**config.mk**
```make
export PLATFORM = sky130hd
export DESIGN_NAME = rf_wr_arbiter
export DESIGN_NICKNAME = d
export VERILOG_FILES = /design/src/rtl/roe_pkg.sv /design/src/rtl/rr_arb2.sv /design/src/rtl/rf_wr_arbiter.sv
export SDC_FILE = /design/constraint.sdc
export NUM_CORES = 1
export LEC_CHECK = 0
export CELL_PAD_IN_SITES_DETAIL_PLACEMENT = 1
export CELL_PAD_IN_SITES_GLOBAL_PLACEMENT = 1
export CORE_MARGIN = 2
export CORE_UTILIZATION = 32
export CTS_CLUSTER_DIAMETER = 150
export DETAILED_ROUTE_END_ITERATION = 8
export PLACE_DENSITY = 0.93
export SKIP_CTS_REPAIR_TIMING = 1
export SLEW_MARGIN = 5
export SYNTH_ARGS = -nofsm -noshare
export SYNTH_HDL_FRONTEND = slang
export SYNTH_SLANG_ARGS = --single-unit
```
**constraint.sdc**
```tcl
create_clock -name clk -period 5.28 [get_ports clk]
set_clock_uncertainty 0.15 [all_clocks]
set_input_delay 1.584 -clock clk [delete_from_list [all_inputs] [get_ports clk]]
set_output_delay 1.584 -clock clk [all_outputs]
set_load 0.02 [all_outputs]
```
**src/rtl/roe_pkg.sv**
```systemverilog
// Shared widths and types for the register-file write arbiter.
package roe_pkg;
  localparam int DW = 8;
  localparam int IW = 2;
  localparam int PW = 2;
  localparam int CW = 8;

  typedef enum logic {
    REQ_ALU  = 1'b0,
    REQ_LOAD = 1'b1
  } req_id_t;

  typedef struct packed {
    logic [IW-1:0] idx;
    logic [DW-1:0] data;
  } wr_req_t;
endpackage

```
**src/rtl/rr_arb2.sv**
```systemverilog
// 2-way round-robin picker returning a one-hot grant; the winner is whoever did not win last.
// Latency: combinational. Backpressure: a requester that is not granted simply sees no grant.
module rr_arb2
  import roe_pkg::*;
(
  input  logic [1:0] valid,
  input  req_id_t    last_grant,
  output logic [1:0] grant
);

  always_comb begin
    grant = 2'b00;
    if (valid[0] && (!valid[1] || last_grant == REQ_LOAD)) begin
      grant[0] = 1'b1;
    end else if (valid[1]) begin
      grant[1] = 1'b1;
    end
  end

endmodule

```
**src/rtl/rf_wr_arbiter.sv**
```systemverilog
// Shares the register-file write port between ALU and load writeback and owns the play-area bank.
// Latency: 1 cycle from grant to rf_we. Backpressure: the losing requester holds until its ready.
module rf_wr_arbiter
  import roe_pkg::*;
#(
  parameter int DW = roe_pkg::DW,
  parameter int IW = roe_pkg::IW,
  parameter int PW = roe_pkg::PW,
  parameter int CW = roe_pkg::CW
) (
  input  logic             clk,
  input  logic             reset,
  input  logic [PW:0]      set_pa,
  input  logic             req0_valid,
  input  logic [IW-1:0]    req0_idx,
  input  logic [DW-1:0]    req0_data,
  output logic             req0_ready,
  input  logic             req1_valid,
  input  logic [IW-1:0]    req1_idx,
  input  logic [DW-1:0]    req1_data,
  output logic             req1_ready,
  output logic             rf_we,
  output logic [PW+IW-1:0] rf_waddr,
  output logic [DW-1:0]    rf_wdata,
  output logic [PW-1:0]    cur_pa,
  output logic             alu_stall,
  output logic [CW-1:0]    wait_cnt
);

  req_id_t       last_grant;
  logic [1:0]    grant;
  logic [PW-1:0] pa_eff;
  logic          stall_any;
  wr_req_t       sel;

  rr_arb2 u_arb (
    .valid      ({req1_valid, req0_valid}),
    .last_grant (last_grant),
    .grant      (grant)
  );

  // Ready is suppressed while reset is held so nothing is consumed that would be dropped.
  assign req0_ready = grant[0] & ~reset;
  assign req1_ready = grant[1] & ~reset;
  assign alu_stall  = req0_valid & ~req0_ready;
  assign stall_any  = alu_stall | (req1_valid & ~req1_ready);

  // A PA update in the same cycle as a grant is bypassed into the write address.
  assign pa_eff = set_pa[PW] ? set_pa[PW-1:0] : cur_pa;

  always_comb begin
    sel.idx  = req0_idx;
    sel.data = req0_data;
    if (grant[1]) begin
      sel.idx  = req1_idx;
      sel.data = req1_data;
    end
  end

  always_ff @(posedge clk or posedge reset) begin
    if (reset) begin
      rf_we      <= 1'b0;
      rf_waddr   <= '0;
      rf_wdata   <= '0;
      cur_pa     <= '0;
      last_grant <= REQ_LOAD;
      wait_cnt   <= '0;
    end else begin
      rf_we <= |grant;
      if (|grant) begin
        rf_waddr   <= {pa_eff, sel.idx};
        rf_wdata   <= sel.data;
        last_grant <= grant[1] ? REQ_LOAD : REQ_ALU;
      end
      if (set_pa[PW]) begin
        cur_pa <= set_pa[PW-1:0];
      end
      if (stall_any && wait_cnt != '1) begin
        wait_cnt <= wait_cnt + 1'b1;
      end
    end
  end

endmodule

```
==> flow_metrics.env, run 1 <==
export IMPL_grt_total_usage_pct=16.51
export IMPL_hold_ws_ns=0.3716
export IMPL_r2r_slack_ns=3.57
export IMPL_syn_to_final_growth_pct=52.65
export IMPL_synthTopCellsByCount="23 x dfrtp_1, 12 x a21oi_1, 12 x inv_1, 12 x nor2_1"
export IMPL_drc=0
export IMPL_timing_rr_start="wait_cnt[3]"
export IMPL_grt_max_degree=30
export IMPL_fmax_ghz=0.2057
export IMPL_final_nets=201
export IMPL_die_h_um=64.69
export IMPL_firstDrtPassIters=4
export IMPL_period_share_pct=92.06
export IMPL_diodes=0
export IMPL_rsz0062_at_grt="false"
export IMPL_min_delay_start="rf_waddr[2]"
export IMPL_crit_family="buffers and inverters"
export IMPL_yosys_cell_types_count=29
export IMPL_end_kind="primary output"
export IMPL_utilization_pct=49.90
export IMPL_synth_top_area_cell="dfrtp_1"
export IMPL_vias=1094
export IMPL_synth_area_mm2=0.001179
export IMPL_synthFlopType="dfrtp_1"
export IMPL_vdd_ir_drop_worst_uv=100.7
export IMPL_grt_pass1_wl_um=5347
export IMPL_start_util_pct=32.69
export IMPL_slew_limit_headroom_pct=79.80
export IMPL_finalWirelength_um=3229
export IMPL_yosysMostFrequentCell="dfrtp_1"
export IMPL_grt_pass1_vias=1208
export IMPL_cp_data_arrival_time_ns=3.13
export IMPL_powerDensity_mw_per_mm2=361.7
export IMPL_pre_cts_ws_ns=0.4011
export IMPL_async_reset_ff_share_pct=100.0
export IMPL_overflow=0
export IMPL_ys_warn_count=0
export IMPL_p_total_mw=0.6507
export IMPL_setup_violations=0
export IMPL_fin_area_mm2=0.001799
export IMPL_slowest_delay_ns=0.62
export IMPL_finalWorstSetupSlack_ns=0.4194
export IMPL_clock_sinks=24
export IMPL_clk_pin_slew_ns=0.07
export IMPL_worstHoldPathType="register to register"
export IMPL_dieArea_mm2=0.004185
export IMPL_core_area_mm2=0.003606
export IMPL_synth_seq_cells=24
export IMPL_h_tree_depth=1
export IMPL_die_w_um=64.69
export IMPL_cp_max_fo=3
export IMPL_synth_nets=147
export IMPL_clockBufferDepth=2
export IMPL_postPlaceCellArea_mm2=0.001754
export IMPL_hold_path_depth=1
export IMPL_io_pins=53
export IMPL_drive_above_1_share_pct=11.63
export IMPL_port_buffers=52
export IMPL_status="complete, no violations"
export IMPL_antenna_found_initial=0
export IMPL_avgSynthCellArea_um2=9.904
export IMPL_worstMarginPinSlew_ns=0.3030
export IMPL_min_period_ns=4.861
export IMPL_ys_seq_area_share_pct=51.06
export IMPL_clock_tree_root_cell="clkbuf_8"
export IMPL_cts_tree="yes"
export IMPL_wire_per_inst_um=14.68
export IMPL_report_final_slew_viol_count=0
export IMPL_cts_buffers=3
export IMPL_ant_nets=0
export IMPL_hold_viol_final=0
export IMPL_synth_edff_count=0
export IMPL_critPathMostFrequentCell="clkdlybuf4s50_1"
export IMPL_place_inst=216
export IMPL_dp_hpwl_um=2553
export IMPL_crit_path_cell_trace="clkdlybuf4s50_1 > inv_1 > and3_1 > nor2b_1 > clkdlybuf4s50_1"
export IMPL_critPathKind="input port to primary output"
export IMPL_holdPathEnd="rf_waddr[2]"
export IMPL_yosys_area_top_type_share_pct=48.83
export IMPL_clk_latency_ns=0.27
export IMPL_crit_path_start_kind="input port"
export IMPL_worstReg2RegEnd="wait_cnt[1]"
export IMPL_cp_required_ns=3.55
export IMPL_syn_inst=119
export IMPL_drt_iter0_markers=47
export IMPL_cp_slowest_cell="clkdlybuf4s50_1"
export IMPL_p_leak_nw=0.7510
export IMPL_gp_congestion=0.7687
export IMPL_viasPerCell=4.973
export IMPL_path_buf_inv=3
export IMPL_reg2reg_depth=4
export IMPL_std_cell_rows=22
export IMPL_setup_tns_ns=0
export IMPL_netlist_top_cells_area="dfrtp_1 49%, mux2_2 5.7%, a31oi_1 5.3%"
export IMPL_layoutNonFillerInstCount=220
export IMPL_drv_cap=0
## registers in the layout (all words and copies together) (netlist names)
| register | count |
|---|---|
| rf_wdata | 8 |
| wait_cnt | 8 |
| rf_waddr | 4 |
| cur_pa | 2 |
| last_grant | 1 |
| rf_we | 1 |
## where the power goes
part | switching (mW) | total, mW | internal (mW)
registers | 0.0474 | 0.275 | 0.227
logic | 0.127 | 0.266 | 0.139
clock network | 0.0561 | 0.110 | 0.0539
total | 0.231 | 0.651 | 0.420
## metal layers
layer	wire length, um	track usage, %
met5	0	0
met4	55	7.181
met3	171	3.299
met2	1687	30.86
met1	1314	17.94
## worst reg2reg max path, stage by stage, from the launching register on
cell,delay (ns)
dfrtp_1,0.45
and4_1,0.27
nand2_1,0.16
o21ai_2,0.23
mux2_2,0.35
## logic make-up after synthesis
logic type	share of synthesized area, %
DFF	51.06
xor gates and xnor gates	2.972
and+or+nand+nor	11.89
AOI/OAI and AO/OA	19.53
adders and majority gates	2.017
buffers and inverters	6.793
muxes	5.732
## worst max path at each step
stage,from,to,slack (ns),cells after the start
after detailed placement,reset,alu_stall,0.40,5
final,reset,alu_stall,0.42,5
after global routing,reset,alu_stall,0.34,5
after global placement,req1_valid,req1_ready,0.51,5
after floorplan,reset,alu_stall,0.89,3
after CTS,reset,alu_stall,0.39,5
## layout by cell type (no fill, tap or decap), drive strengths merged
cell	count
nand2	4
and4	3
dfstp	1
o21a	1
mux2	6
xnor2	4
o21ai	2
ha	1
nor2b	1
o22ai	10
nand2b	2
nor2	12
a31oi	10
nand3	1
buf	4
a41oi	1
inv	12
a21oi	12
clkdlybuf4s50	52
or2	1
o2111ai	1
nand4	1
and3	2
clkbuf	4
dfrtp	23
maj3	1
## layout make-up
class | instances | area, um^2
Fill cell | 402 | 1807
Sequential cell | 24 | 601.8
Timing Repair Buffer | 56 | 550.5
Multi-Input combinational cell | 76 | 496.7
Tap cell | 48 | 60.06
Clock buffer | 4 | 45.04
Inverter | 12 | 45.04
(Power assumes the default switching activity.)
==> run 2: changes to the inputs <==
Settings changed: ABC_AREA set to 1, CORE_UTILIZATION 32 to 31, PLACE_DENSITY 0.93 to 0.94.
Clock period 5.28 ns to 5.85 ns, I/O delays scaled along.
==> run 2 against run 1 <==
Effect of this change: combinational power is 20% lower; non-clock buffer count fell by 1; sequential cell count is the same; die area rose by 4.2%; critical path type unchanged; largest cell class unchanged.
==> flow_metrics.env, run 2 <==
export IMPL_finalWirelength_um=3221
export IMPL_overflow=0
export IMPL_synth_nets=175
export IMPL_firstDrtPassIters=2
export IMPL_cp_data_arrival_time_ns=3.39
export IMPL_report_final_slew_viol_count=0
export IMPL_start_util_pct=32.33
export IMPL_yosys_cell_types_count=22
export IMPL_end_kind="primary output"
export IMPL_syn_to_final_growth_pct=54.98
export IMPL_setup_tns_ns=0
export IMPL_dp_hpwl_um=2470
export IMPL_yosys_area_top_type_share_pct=48.27
export IMPL_drive_above_1_share_pct=8.416
export IMPL_top_regs="rf_wdata x8, wait_cnt x8, rf_waddr x4"
export IMPL_synthTopCellsByCount="53 x nand2_1, 30 x nand3_1, 23 x dfrtp_1"
export IMPL_worstHoldPathType="register to register"
export IMPL_vdd_ir_drop_worst_uv=110.1
export IMPL_syn_inst=147
export IMPL_grt_max_degree=25
export IMPL_port_buffers=52
export IMPL_grt_total_usage_pct=16.44
export IMPL_final_cell_mix="53 x nand2_1, 52 x clkdlybuf4s50_1, 30 x nand3_1"
export IMPL_clock_sinks=24
export IMPL_final_common_cell="nand2_1"
export IMPL_gp_congestion=0.7572
export IMPL_rsz0062_at_grt="false"
export IMPL_yosysMostFrequentCell="nand2_1"
export IMPL_cp_required_ns=3.94
export IMPL_std_cell_rows=22
export IMPL_drc=0
export IMPL_cp_max_fo=12
export IMPL_critPathKind="input port to primary output"
export IMPL_synth_seq_cells=24
export IMPL_async_reset_ff_share_pct=100.0
export IMPL_io_pins=53
export IMPL_avgSynthCellArea_um2=8.112
export IMPL_ys_warn_count=0
export IMPL_netlist_top_cells_area="dfrtp_1 48%, nand2_1 17%, nand3_1 13%"
export IMPL_crit_path_start_kind="input port"
export IMPL_powerDensity_mw_per_mm2=319.8
export IMPL_dieArea_mm2=0.004359
export IMPL_p_leak_nw=0.8689
export IMPL_die_h_um=66.02
export IMPL_vias=1170
export IMPL_period_share_pct=90.55
export IMPL_worstMarginPinSlew_ns=0.9110
export IMPL_grt_pass1_wl_um=5506
export IMPL_synth_top_area_cell="dfrtp_1"
export IMPL_status="complete, no violations"
export IMPL_clk_latency_ns=0.27
export IMPL_cts_tree="yes"
export IMPL_core_area_mm2=0.003689
export IMPL_drt_iter0_markers=50
export IMPL_grt_pass1_vias=1236
export IMPL_cts_buffers=3
export IMPL_die_w_um=66.02
export IMPL_wire_per_inst_um=12.88
export IMPL_clockBufferDepth=2
export IMPL_h_tree_depth=1
export IMPL_min_period_ns=5.297
export IMPL_clk_pin_slew_ns=0.09
export IMPL_antenna_found_initial=0
export IMPL_synth_area_mm2=0.001192
export IMPL_clock_tree_root_cell="clkbuf_8"
export IMPL_ant_nets=0
export IMPL_ys_seq_area_share_pct=50.47
export IMPL_fmax_ghz=0.1888
export IMPL_fin_area_mm2=0.001848
export IMPL_slew_limit_headroom_pct=39.04
export IMPL_setup_violations=0
export IMPL_final_nets=231
export IMPL_hold_viol_final=0
export IMPL_postPlaceCellArea_mm2=0.001777
export IMPL_drv_cap=0
export IMPL_synthFlopType="dfrtp_1"
export IMPL_synth_edff_count=0
export IMPL_diodes=0
export IMPL_viasPerCell=4.680
==> run 2: worst paths after layout <==
check,start,to,slack [ns],cells after the start
setup / recovery,req1_valid,req0_ready,0.55,7
min in group asynchronous,reset,rf_wdata[5],1.80,3
setup reg to reg,wait_cnt[1],wait_cnt[1],4.23,7
hold / removal,last_grant,last_grant,0.34,2
hold reg to reg,last_grant,last_grant,0.34,2
max in group asynchronous,reset,last_grant,3.46,3
==> run 2: layer usage <==
layer  global-route usage, %  routed length (um)  vias up
li1                        -                   -      581
met1                   19.35                1387      550
met2                   30.30                1648       35
met3                   3.066                 150        4
met4                   4.592                  35        0
met5                       0                   0        -
==> run 2: cell type report <==
| class | instances | area (um^2) |
|---|---|---|
| clock buffers | 3 | 41.29 |
| repair buffers | 55 | 543.0 |
| inverters | 11 | 41.29 |
| clock inverters | 1 | 30.03 |
| well taps | 48 | 60.06 |
| flip-flops and latches | 24 | 601.8 |
| fillers | 442 | 1841 |
| multi-input cells | 108 | 530.5 |
==> run 2: where the power goes <==
part,switching (mW),leakage [nW],total (mW),internal [mW]
Clock,0.0569,0.0357,0.148,0.0916
Combinational,0.112,0.540,0.212,0.0999
Sequential,0.0337,0.294,0.231,0.197
==> run 2: through the flow <==
step           instances  hold slack (ns)  worst slack, ns  util (%)  power (mW)
2_1_floorplan        147           0.3128            1.351         -      0.3404
3_3_place_gp         246           0.3185           0.5735     48.17      0.4384
3_5_place_dp         246           0.3310           0.5658     48.17      0.4482
4_1_cts              250           0.3472           0.5436     50.10      0.5959
5_1_grt              250           0.3802           0.4427     50.10      0.6224
6_report             250           0.3436           0.5529     50.10      0.5910
==> run 2: cells by family after synthesis <==
| kind of cell | count (synthesis) | synth area share [%] |
|---|---|---|
| xor+xnor | 2 | 1.469 |
| flops | 24 | 50.47 |
| mux | 2 | 1.889 |
| fa+ha+maj | 1 | 1.049 |
| buf+inv | 15 | 5.035 |
| simple gates | 98 | 37.46 |
| compound gates | 5 | 2.623 |
==> run 2: critical path, cell delays in order <==
cell and delay, ns:
clkdlybuf4s50_1 0.45, inv_2 0.09, nor2_1 0.05, inv_1 0.26, nand2_1 0.09, nor2_1 0.10
clkdlybuf4s50_1 0.60
